**src/rtl/rv32i_pkg.sv**
```systemverilog
// Shared types and constants for the RV32I OP/OP-IMM ALU decode slice.
package rv32i_pkg;

  localparam logic [6:0] OPC_OP     = 7'b0110011;
  localparam logic [6:0] OPC_OP_IMM = 7'b0010011;
  localparam logic [6:0] F7_BASE    = 7'b0000000;
  localparam logic [6:0] F7_ALT     = 7'b0100000;

  typedef enum logic [9:0] {
    ALU_NONE = 10'd0,
    ALU_ADD  = 10'd1,
    ALU_SUB  = 10'd2,
    ALU_SLL  = 10'd3,
    ALU_SLT  = 10'd5,
    ALU_SLTU = 10'd6,
    ALU_XOR  = 10'd7,
    ALU_SRL  = 10'd8,
    ALU_SRA  = 10'd9,
    ALU_OR   = 10'd10,
    ALU_AND  = 10'd11
  } alu_op_t;

  typedef struct packed {
    alu_op_t     alu_op;
    logic [4:0]  rs1;
    logic [4:0]  rs2;
    logic [4:0]  rd;
    logic [31:0] imm;
    logic        use_imm;
    logic        illegal;
  } dec_t;

  // Base funct3 mapping shared by OP and OP-IMM (funct7 = F7_BASE flavour).
  function automatic alu_op_t f3_to_op(input logic [2:0] f3);
    case (f3)
      3'b000:  return ALU_ADD;
      3'b001:  return ALU_SLL;
      3'b010:  return ALU_SLT;
      3'b011:  return ALU_SLTU;
      3'b100:  return ALU_XOR;
      3'b101:  return ALU_SRL;
      3'b110:  return ALU_OR;
      default: return ALU_AND;
    endcase
  endfunction

endpackage

```
**src/rtl/rv32i_alu_decoder.sv**
```systemverilog
// Combinational decode of one RV32I OP/OP-IMM word into a dec_t record.
module rv32i_alu_decoder
  import rv32i_pkg::*;
(
  input  logic [31:0] instr,
  output dec_t        dec
);

  logic [6:0] opcode;
  logic [2:0] f3;
  logic [6:0] f7;

  assign opcode = instr[6:0];
  assign f3     = instr[14:12];
  assign f7     = instr[31:25];

  always_comb begin
    dec         = '0;
    dec.rs1     = instr[19:15];
    dec.rs2     = instr[24:20];
    dec.rd      = instr[11:7];
    dec.illegal = 1'b1;
    case (opcode)
      OPC_OP: begin
        if (f7 == F7_BASE) begin
          dec.alu_op  = f3_to_op(f3);
          dec.illegal = 1'b0;
        end else if (f7 == F7_ALT && (f3 == 3'b000 || f3 == 3'b101)) begin
          dec.alu_op  = (f3 == 3'b000) ? ALU_SUB : ALU_SRA;
          dec.illegal = 1'b0;
        end
      end
      OPC_OP_IMM: begin
        // Shifts carry a 5-bit shamt; the upper 7 bits act as a funct7.
        case (f3)
          3'b001: begin
            if (f7 == F7_BASE) begin
              dec.alu_op  = ALU_SLL;
              dec.imm     = {27'b0, instr[24:20]};
              dec.illegal = 1'b0;
            end
          end
          3'b101: begin
            if (f7 == F7_BASE || f7 == F7_ALT) begin
              dec.alu_op  = (f7 == F7_ALT) ? ALU_SRA : ALU_SRL;
              dec.imm     = {27'b0, instr[24:20]};
              dec.illegal = 1'b0;
            end
          end
          default: begin
            dec.alu_op  = f3_to_op(f3);
            dec.imm     = {{20{instr[31]}}, instr[31:20]};
            dec.illegal = 1'b0;
          end
        endcase
        if (!dec.illegal) begin
          dec.rs2     = 5'd0;
          dec.use_imm = 1'b1;
        end
      end
      default: ;
    endcase
  end

endmodule

```
**src/rtl/rv32i_alu_decode_stage.sv**
```systemverilog
// Registered RV32I ALU decode stage with flush and saturating illegal counter.
// Optional second (skid) entry and registered in_ready when DECODE_SKID_EN is defined.
module rv32i_alu_decode_stage
  import rv32i_pkg::*;
#(
  parameter int DATA_W = 32,
  parameter int CNT_W  = 16
) (
  input  logic              clk,
  input  logic              rst,
  input  logic              flush,
  input  logic              in_valid,
  output logic              in_ready,
  input  logic [31:0]       in_instr,
  output logic              out_valid,
  input  logic              out_ready,
  output logic [9:0]        out_alu_op,
  output logic [4:0]        out_rs1,
  output logic [4:0]        out_rs2,
  output logic [4:0]        out_rd,
  output logic [DATA_W-1:0] out_imm,
  output logic              out_use_imm,
  output logic              out_illegal,
  output logic [CNT_W-1:0]  illegal_cnt
);

  // Handshake: a beat moves on a rising edge where valid && ready; once valid
  // is high the producer holds its data until that edge (or a flush/reset).
  dec_t             dec_in;
  dec_t             main_q;
  logic             main_valid_q;
  logic [CNT_W-1:0] cnt_q;
  logic             accept;
  logic             out_xfer;

  rv32i_alu_decoder u_decoder (
    .instr (in_instr),
    .dec   (dec_in)
  );

  assign accept   = in_valid && in_ready;
  assign out_xfer = main_valid_q && out_ready;

`ifdef DECODE_SKID_EN
  dec_t skid_q;
  logic skid_valid_q;

  assign in_ready = !skid_valid_q;

  always_ff @(posedge clk) begin
    if (rst || flush) begin
      main_valid_q <= 1'b0;
      skid_valid_q <= 1'b0;
      if (rst) begin
        main_q <= '0;
        skid_q <= '0;
      end
    end else if (!main_valid_q || out_ready) begin
      // Main slot frees up: older skid entry goes first to keep order.
      if (skid_valid_q) begin
        main_q       <= skid_q;
        main_valid_q <= 1'b1;
        skid_valid_q <= 1'b0;
      end else if (accept) begin
        main_q       <= dec_in;
        main_valid_q <= 1'b1;
      end else begin
        main_valid_q <= 1'b0;
      end
    end else if (accept) begin
      skid_q       <= dec_in;
      skid_valid_q <= 1'b1;
    end
  end
`else
  assign in_ready = !main_valid_q || out_ready;

  always_ff @(posedge clk) begin
    if (rst) begin
      main_valid_q <= 1'b0;
      main_q       <= '0;
    end else if (flush) begin
      main_valid_q <= 1'b0;
    end else if (accept) begin
      main_q       <= dec_in;
      main_valid_q <= 1'b1;
    end else if (out_ready) begin
      main_valid_q <= 1'b0;
    end
  end
`endif

  always_ff @(posedge clk) begin
    if (rst) begin
      cnt_q <= '0;
    end else if (out_xfer && main_q.illegal && cnt_q != {CNT_W{1'b1}}) begin
      cnt_q <= cnt_q + 1'b1;
    end
  end

  assign out_valid   = main_valid_q;
  assign out_alu_op  = main_q.alu_op;
  assign out_rs1     = main_q.rs1;
  assign out_rs2     = main_q.rs2;
  assign out_rd      = main_q.rd;
  assign out_imm     = main_q.imm;
  assign out_use_imm = main_q.use_imm;
  assign out_illegal = main_q.illegal;
  assign illegal_cnt = cnt_q;

endmodule

```
**config.mk**
```make
export PLATFORM = sky130hd
export DESIGN_NAME = rv32i_alu_decode_stage
export DESIGN_NICKNAME = d
export VERILOG_FILES = /design/src/rtl/rv32i_pkg.sv /design/src/rtl/rv32i_alu_decoder.sv /design/src/rtl/rv32i_alu_decode_stage.sv
export SDC_FILE = /design/constraint.sdc
export NUM_CORES = 1
export LEC_CHECK = 0
export CORE_ASPECT_RATIO = 1.5
export CORE_UTILIZATION = 42
export DETAILED_ROUTE_END_ITERATION = 6
export PLACE_DENSITY = 0.82
export SYNTH_ARGS = -nofsm -noshare
export SYNTH_HDL_FRONTEND = slang
export SYNTH_SLANG_ARGS = --single-unit
```
**constraint.sdc**
```tcl
create_clock -name clk -period 2.2 [get_ports clk]
set_input_delay 0.33 -clock clk [delete_from_list [all_inputs] [get_ports clk]]
set_output_delay 0.33 -clock clk [all_outputs]
set_load 0.01 [all_outputs]
```
## Word-level counts from Yosys, hierarchy flattened

Cells that the tools add are included.

| storage, ports and cells | value |
|---|---|
| register bits after elaboration | 76 |
| input port bits | 37 |
| output and inout bits | 77 |
| word-level logic and storage cells | 61 |

| operators by class | value |
|---|---|
| add/subtract/negate cells | 1 |
| eq/ne operators | 10 |
| multiplexer cells | 26 |
| bitwise gates (word level) | 1 |
| reduce and logical (&&, ||, !) cells | 14 |

Operators with widths:

| cell | count |
|---|---|
| one-hot mux 32 bit (2 select lines) | 1 |
| one-hot mux 10 bit (2 select lines) | 2 |
| 2-to-1 mux 33 bit | 1 |
| 2-to-1 mux 10 bit | 3 |
| one-hot mux 4 bit (7 select lines) | 1 |
| 2-to-1 mux 5 bit | 4 |
| one-hot mux 4 bit (5 select lines) | 1 |
| adder 16 x 1 -> 16 bit, second input constant | 1 |
| inequality test 16 bit, second input constant | 1 |
| equality test 7 x 6 -> 1 bit, second input constant | 2 |
| equality test 3 bit, second input constant | 3 |
| 2-to-1 mux 1 bit | 9 |
| equality test 7 x 5 -> 1 bit, second input constant | 1 |
| zero test 7 bit | 1 |
| equality test 3 x 2 -> 1 bit, second input constant | 2 |
| logical AND 1 bit | 5 |
| 2-to-1 mux 4 bit | 1 |
| one-hot mux 1 bit (2 select lines) | 2 |
| equality test 3 x 1 -> 1 bit, second input constant | 1 |
| zero test 3 bit | 1 |
| logical OR 1 bit | 3 |
| 2-to-1 mux 2 bit | 1 |
| AND reduction 2 bit | 1 |
| nonzero test 2 bit | 1 |
| 3 further kinds | 3 |

## Logic depth before layout (Yosys ltp)

Gate-level depths: netlist (run 1).

| depth | value |
|---|---|
| depth in word-level cells | 7 |
| mapped depth | 7 |
| mapped depth without buffers | 6 |

## Cells and area by module

From an unflattened synthesis (run 1), not the netlist that was laid out.

| unflattened totals | value |
|---|---|
| cells, all modules | 451 |
| area, all modules | 3,562.2 sq um |

Modules (own cells, without submodules):

| module | instances | cells an instance | area each (sq um) |
|---|---|---|---|
| rv32i_alu_decode_stage | 1 | 354 | 2,870.3 |
| rv32i_alu_decoder | 1 | 97 | 691.9 |

## Worst setup path after synthesis (run 1)

Ideal clock, no wire load.

| timing path | value |
|---|---|
| path kind | input to register |
| start | input in_instr[29] |
| end | register main_q (netlist bit out_alu_op[3]) |
| library setup time | 0.088 ns |
| data arrival time | 1.648 ns |
| setup slack | 0.464 ns |
| cell stages on the path | 5 |
| path through | or4_4 buf_6 nor4_4 nand4_1 a311oi_2 |

| on the way | value |
|---|---|
| cells in the longest elaborated chain, start to end | 5 |

Ends and longest elaborated chain:

| what | line | source |
|---|---|---|
| from (decl) | rv32i_alu_decode_stage.sv:14 | `input logic [31:0] in_instr,` |
| equality test 7 x 6 -> 1 bit or zero test 7 bit (tied branches) | rv32i_alu_decoder.sv:28, rv32i_alu_decoder.sv:44, rv32i_alu_decoder.sv:25 |  |
| logical OR 1 bit or logical AND 1 bit (tied branches) | rv32i_alu_decoder.sv:44, rv32i_alu_decoder.sv:28 |  |
| 2-to-1 mux 10 bit (on tied branches) | rv32i_alu_decoder.sv:44, rv32i_alu_decoder.sv:28 |  |
| one-hot mux 10 bit (2 select lines) or 2-to-1 mux 10 bit (tied branches) | rv32i_alu_decoder.sv:35, rv32i_alu_decoder.sv:25 |  |
| one-hot mux 10 bit (2 select lines) * | rv32i_alu_decoder.sv:23 | `case (opcode)` |
| to (signal assigned) | rv32i_alu_decode_stage.sv:85 | `main_q <= dec_in;` |
| to (decl) | rv32i_alu_decode_stage.sv:30 | `dec_t main_q;` |

Every way passes the cells marked *; elsewhere a longest branch is shown, timed or not.
A chain may end at the register's enable or synchronous reset.

## Final worst setup path (run 1)

| timing path | value |
|---|---|
| start | input out_ready |
| end | output in_ready |

| on the way | value |
|---|---|
| cells in the longest elaborated chain, start to end | 1 |

Ends and longest elaborated chain:

| what | line | source |
|---|---|---|
| from (decl) | rv32i_alu_decode_stage.sv:16 | `input logic out_ready,` |
| logical OR 1 bit | rv32i_alu_decode_stage.sv:76 | `assign in_ready = !main_valid_q \|\| out_ready;` |
| to (decl) | rv32i_alu_decode_stage.sv:13 | `output logic in_ready,` |

Every way passes these cells.

==> results.sh, run 1 <==
export IMPL_cp_top_family="buffers and inverters"
export IMPL_syn_inst=316
export IMPL_grt_pass1_wl_mm=10.9
export IMPL_crit_path_cell_trace="clkdlybuf4s50_1, nor2b_1, inv_1, clkdlybuf4s50_1"
export IMPL_place_ws_ns=0.0241
export IMPL_finish_instance_area_sq_um=3710
export IMPL_insertion_delay_ns=0.30
export IMPL_dieWidth_microns=66.4
export IMPL_met1Wirelength_mm=2.62
export IMPL_period_needed_ns=2.04
export IMPL_vias_per_cell=5.29
export IMPL_drc=0
export IMPL_pin_count=114
export IMPL_place_inst=468
export IMPL_r2r_slack_ns=0.45
export IMPL_root_buffer="clkbuf_8"
export IMPL_status="complete, no violations"
export IMPL_met2WireLength_mm=3.67
export IMPL_layout_nets=442
export IMPL_utilization_pct=62.7
export IMPL_drt_wl_total_mm=6.62
export IMPL_holdBufCountCts=0
export IMPL_routabilityCongestion=0.885
export IMPL_fin_ws_ns=0.160
export IMPL_final_cell_mix="106 x clkdlybuf4s50_1, 50 x dfxtp_1, 44 x nand2_1, 31 x a21oi_1, 20 x nand4_1"
export IMPL_hold_path_class="in -> reg"
export IMPL_nFillCells=529
export IMPL_area_growth_pct=42.0
export IMPL_holdWs_ns=0.394
export IMPL_cp_data_required_time_ns=1.87
export IMPL_grtUsageTotal_pct=20.8
export IMPL_vias=2515
export IMPL_crit_type="in -> out"
export IMPL_cts_tree="done"
export IMPL_cts_resized=0
export IMPL_crit_path_max_fanout=5
export IMPL_synthFlopType="dfxtp_1"
export IMPL_portBuffers=107
export IMPL_critical_path_endpoint_type="output pin"
export IMPL_start_util_pct=44.2
export IMPL_place_area_sq_um=3630
export IMPL_met3_length_microns=243
export IMPL_setup_viol=0
export IMPL_finalNonFillerCells=475
export IMPL_die_area_sq_um=6540
export IMPL_path_clk_slew_ns=0.08
export IMPL_async_flop_share_pct=0
export IMPL_cpPeakStageDelay_ns=0.49
export IMPL_postRouteAntennaNets=0
export IMPL_drt_iter0_drc=239
export IMPL_syn_avg_cell_area_sq_um=8.26
export IMPL_grt_pass1_vias=2371
export IMPL_first_pass_iters=4
export IMPL_rows=34
export IMPL_synth_cell_types=51
export IMPL_finalHoldViolCount=0
export IMPL_tns_ns=0
export IMPL_ys_seq_area_share_pct=38.3
export IMPL_crit_path_start_kind="input port"
export IMPL_clock_sinks=50
export IMPL_cp_slowest_cell="clkdlybuf4s50_1"
export IMPL_die_h_microns=98.6
export IMPL_power_density_nw_per_um2=455
export IMPL_path_common_cell="clkdlybuf4s50_1"
export IMPL_max_slew_worst_pin_slew_ns=0.618
export IMPL_p_leak_nw=1.28
export IMPL_final_common_cell="clkdlybuf4s50_1"
export IMPL_core_sq_um=5910
export IMPL_cts_max_level=2
export IMPL_relSlewSlack_pct=58.7
export IMPL_cts_inserted_buffers=5
export IMPL_antenna_found_initial=0
export IMPL_yosys_warnings=0
export IMPL_layout_drive_gt1_share_pct=10.9
export IMPL_synth_seq_cells=50
export IMPL_syn_area_sq_um=2610
export IMPL_max_cap_violations=0
export IMPL_rsz0062_at_grt="no"
export IMPL_worst_clock_skew_ns=0.00944
export IMPL_arrival_ns=1.71
export IMPL_synth_edff_count=0
export IMPL_grt_overflow=0
export IMPL_finalCritPeriodShare_pct=92.7
export IMPL_postCtsSetupRepairBufs=0
export IMPL_drv_slew=0
export IMPL_wire_per_inst_microns=13.9
export IMPL_ir_worst_vdd_mv=0.303
export IMPL_hpwl_mm=5.14
export IMPL_max_freq_mhz=490
export IMPL_clk_path_buf_depth=2
export IMPL_grt_max_degree=39
export IMPL_routed_top_layer="met4"
export IMPL_diodes=0
export IMPL_crit_buf_inv=3
export IMPL_total_power_mw=1.69
## layout make-up
cell class / instances / area, sq um / share of cell area (%)
clock buffer: 6 / 72.6 / 1.96
inverter: 8 / 30.0 / 0.810
multi-input combinational: 214 / 1310 / 35.4
timing repair buffer: 124 / 1190 / 32.2
clock inverter: 1 / 7.51 / 0.202
tap: 72 / 90.1 / 2.43
sequential: 50 / 1000 / 27.0
## state kept, by name, summed over array words and instances (netlist names)
register / flops
out_rs1: 5
out_rd: 5
out_imm: 12
out_alu_op: 4
out_use_imm: 1
illegal_cnt: 16
out_illegal: 1
out_rs2: 5
out_valid: 1
## layer usage
layer  GRT usage (%)  vias up
li1                -     1264
met1            23.5     1178
met2            39.4       67
met3            2.31        6
met4            6.22        0
met5               0        -
## synth_stat cells (3+ instances only)
| library cell | instances | area (sq um) |
|---|---|---|
| dfxtp_1 | 50 | 1000 |
| nand2_1 | 44 | 165 |
| a21oi_1 | 31 | 155 |
| buf_4 | 26 | 195 |
| clkbuf_1 | 20 | 75.1 |
| nand4_1 | 20 | 125 |
| nor2_1 | 16 | 60.1 |
| nor2b_1 | 12 | 75.1 |
| mux2_2 | 9 | 101 |
| inv_1 | 8 | 30.0 |
| nand3_1 | 8 | 40.0 |
| a211oi_1 | 7 | 52.6 |
| a22o_1 | 5 | 43.8 |
| o21ai_0 | 4 | 20.0 |
| o31ai_1 | 4 | 30.0 |
| or4_1 | 4 | 30.0 |
| and3_1 | 3 | 18.8 |
| nor3_1 | 3 | 15.0 |
| nor4_1 | 3 | 18.8 |
## worst register-to-register path: cells and delay by family, from the launching register on
family | cells | cell delay (ns)
AO/OA/AOI/OAI | 1 | 0.34
AND/OR/NAND/NOR | 2 | 0.55
multiplexers | 1 | 0.37
flip-flops | 1 | 0.37
## where the power goes
| part | switching, mW | total [mW] | internal, mW |
|---|---|---|---|
| combinational | 0.119 | 0.249 | 0.129 |
| clock | 0.291 | 0.510 | 0.219 |
| sequential | 0.00920 | 0.930 | 0.921 |
## final timing paths
kind                                startpoint        endpoint  depth (start not counted)
worst max-delay path                 out_ready        in_ready                          4
worst min-delay path                       rst      out_imm[3]                          2
worst max register to register  illegal_cnt[5]  illegal_cnt[0]                          4
worst min register to register      out_imm[7]      out_imm[7]                          2
## cell families (layout without fill, tap and decap cells)
logic type | after synthesis | in the layout | synth area share (%)
flip-flops | 50 | 50 | 38.3
AND/OR/NAND/NOR | 127 | 127 | 25.8
multiplexers | 10 | 10 | 4.26
AO/OA/AOI/OAI | 66 | 66 | 17.1
other | 1 | 6 | 0.144
adder cells (fa/ha/maj) | 3 | 3 | 1.34
XOR/XNOR | 2 | 2 | 0.671
buffers and inverters | 57 | 139 | 12.3
No activity file was read; power rests on OpenSTA's default activity.
==> run 2, diff against run 1 <==
- clock period: 2.2 -> 2.1 ns (I/O delays scaled with it)
==> results.sh, run 2 (synthesis results as in run 1) <==
export IMPL_r2r_cells=4
export IMPL_insertion_delay_ns=0.30
export IMPL_place_ws_ns=-0.0630
export IMPL_crit_path_max_fanout=5
export IMPL_holdPathStages=2
export IMPL_cts_tree="done"
export IMPL_grt_max_degree=35
export IMPL_power_density_nw_per_um2=495
export IMPL_critical_path_endpoint_type="output pin"
export IMPL_vias=2542
export IMPL_dieWidth_microns=66.4
export IMPL_setup_viol=0
export IMPL_wire_per_inst_microns=14.3
export IMPL_crit_buf_inv=4
export IMPL_cts_max_level=2
export IMPL_arrival_ns=1.66
export IMPL_die_h_microns=98.6
export IMPL_crit_path_start_kind="input port"
export IMPL_p_leak_nw=1.31
export IMPL_largest_register_ffs=16
export IMPL_regToRegEndpoint="illegal_cnt[0]"
export IMPL_root_buffer="clkbuf_8"
export IMPL_final_common_cell="clkdlybuf4s50_1"
export IMPL_holdBufCountCts=0
export IMPL_layout_drive_gt1_share_pct=12.1
export IMPL_rsz0062_at_grt="no"
export IMPL_r2r_slack_ns=0.32
export IMPL_path_common_cell="clkdlybuf4s50_1"
export IMPL_max_freq_mhz=507
export IMPL_drt_iter0_drc=231
export IMPL_cp_data_required_time_ns=1.78
export IMPL_worst_clock_skew_ns=0.0140
export IMPL_diodes=0
export IMPL_finalCritPeriodShare_pct=93.9
export IMPL_finalNonFillerCells=477
export IMPL_finalHoldViolCount=0
export IMPL_cts_inserted_buffers=5
export IMPL_clk_path_buf_depth=2
export IMPL_clock_sinks=50
export IMPL_max_slew_worst_pin_slew_ns=0.616
export IMPL_holdWs_ns=0.423
export IMPL_final_cell_mix="106 x clkdlybuf4s50_1, 49 x dfxtp_1, 44 x nand2_1, 31 x a21oi_1, 20 x nand4_1"
export IMPL_antenna_found_initial=0
export IMPL_rows=34
export IMPL_grt_pass1_vias=2426
export IMPL_grt_overflow=0
export IMPL_crit_path_cell_trace="clkdlybuf4s50_1, buf_4, nor2b_2, inv_1, clkdlybuf4s50_1"
export IMPL_path_clk_slew_ns=0.08
export IMPL_ir_worst_vdd_mv=0.271
export IMPL_cp_top_family="buffers and inverters"
export IMPL_hpwl_mm=5.29
export IMPL_first_pass_iters=4
export IMPL_core_sq_um=5910
export IMPL_postRouteAntennaNets=0
export IMPL_max_cap_violations=0
export IMPL_drt_wl_total_mm=6.84
export IMPL_drc=0
export IMPL_portBuffers=107
export IMPL_hold_path_class="in -> reg"
export IMPL_grt_pass1_wl_mm=10.9
export IMPL_tns_ns=0
export IMPL_die_area_sq_um=6540
export IMPL_cp_slowest_cell="clkdlybuf4s50_1"
export IMPL_drv_slew=0
export IMPL_layout_nets=443
export IMPL_min_to="out_imm[1]"
export IMPL_area_growth_pct=43.8
export IMPL_status="complete, no violations"
export IMPL_relSlewSlack_pct=58.5
export IMPL_grtUsageTotal_pct=21.1
export IMPL_pin_count=114
export IMPL_fin_ws_ns=0.128
export IMPL_vias_per_cell=5.33
export IMPL_hp_start="rst"
export IMPL_cpPeakStageDelay_ns=0.48
export IMPL_start_util_pct=44.2
export IMPL_reg2reg_from="illegal_cnt[6]"
export IMPL_place_inst=469
export IMPL_routabilityCongestion=0.927
export IMPL_crit_type="in -> out"
export IMPL_period_needed_ns=1.97
run 2: cell count changes in the layout (fill, tap and decap cells not counted), sizes merged:
| cell | change |
|---|---|
| clkinvlp | -1 |
| clkinv | +1 |
| buf | +1 |
| clkbuf | +1 |
run 2: cell type report:
cell class,count,area (sq um)
flip-flops and latches,50,1000
fillers,527,2160
inverters,8,30.0
multi-input cells,214,1320
clock buffers,7,96.3
clock inverters,1,8.76
well taps,72,90.1
repair buffers,125,1210
run 2: metal layers:
metal	wire [microns]	global-route usage [%]	vias to the layer above	part of all wire [%]
li1	-	-	1262	-
met1	2650	22.5	1206	39
met2	3840	41.1	68	56
met3	286	2.31	6	4.2
met4	65	6.71	0	0.95
met5	0	0	-	0
run 2: power by group:
group | switching, mW | internal, mW | leakage (nW) | total, mW
combinational | 0.127 | 0.139 | 0.851 | 0.266
sequential | 0.0102 | 0.965 | 0.405 | 0.975
clock | 0.314 | 0.302 | 0.0544 | 0.616
run 2: how the worst max path moves through the flow:
stage / start / end / slack, ns / depth (start not counted)
final: out_ready / in_ready / 0.13 / 5
after global routing: out_ready / in_ready / 0.08 / 5
after CTS: out_ready / in_ready / 0.02 / 5
after detailed placement: in_instr[29] / out_alu_op[3] / -0.06 / 5
after global placement: in_instr[29] / out_alu_op[0] / -0.05 / 6
after floorplan: in_instr[29] / out_alu_op[3] / 0.38 / 5
run 2: what timing repair did:
action / 4_1_cts / 5_1_grt
hold endpoints to repair: 0 / 0
setup endpoints to repair: 0 / 11
gates resized for setup: 0 / 2
buffers inserted: 0 / 0
run 2: per-stage QoR:
step | utilization, % | total power [mW] | instance area (sq um)
2_1_floorplan | - | 1.12 | 2630
3_3_place_gp | 61.7 | 1.26 | 3650
3_5_place_dp | 61.7 | 1.26 | 3650
4_1_cts | 63.5 | 1.87 | 3750
5_1_grt | 63.5 | 1.94 | 3760
6_report | 63.5 | 1.86 | 3760
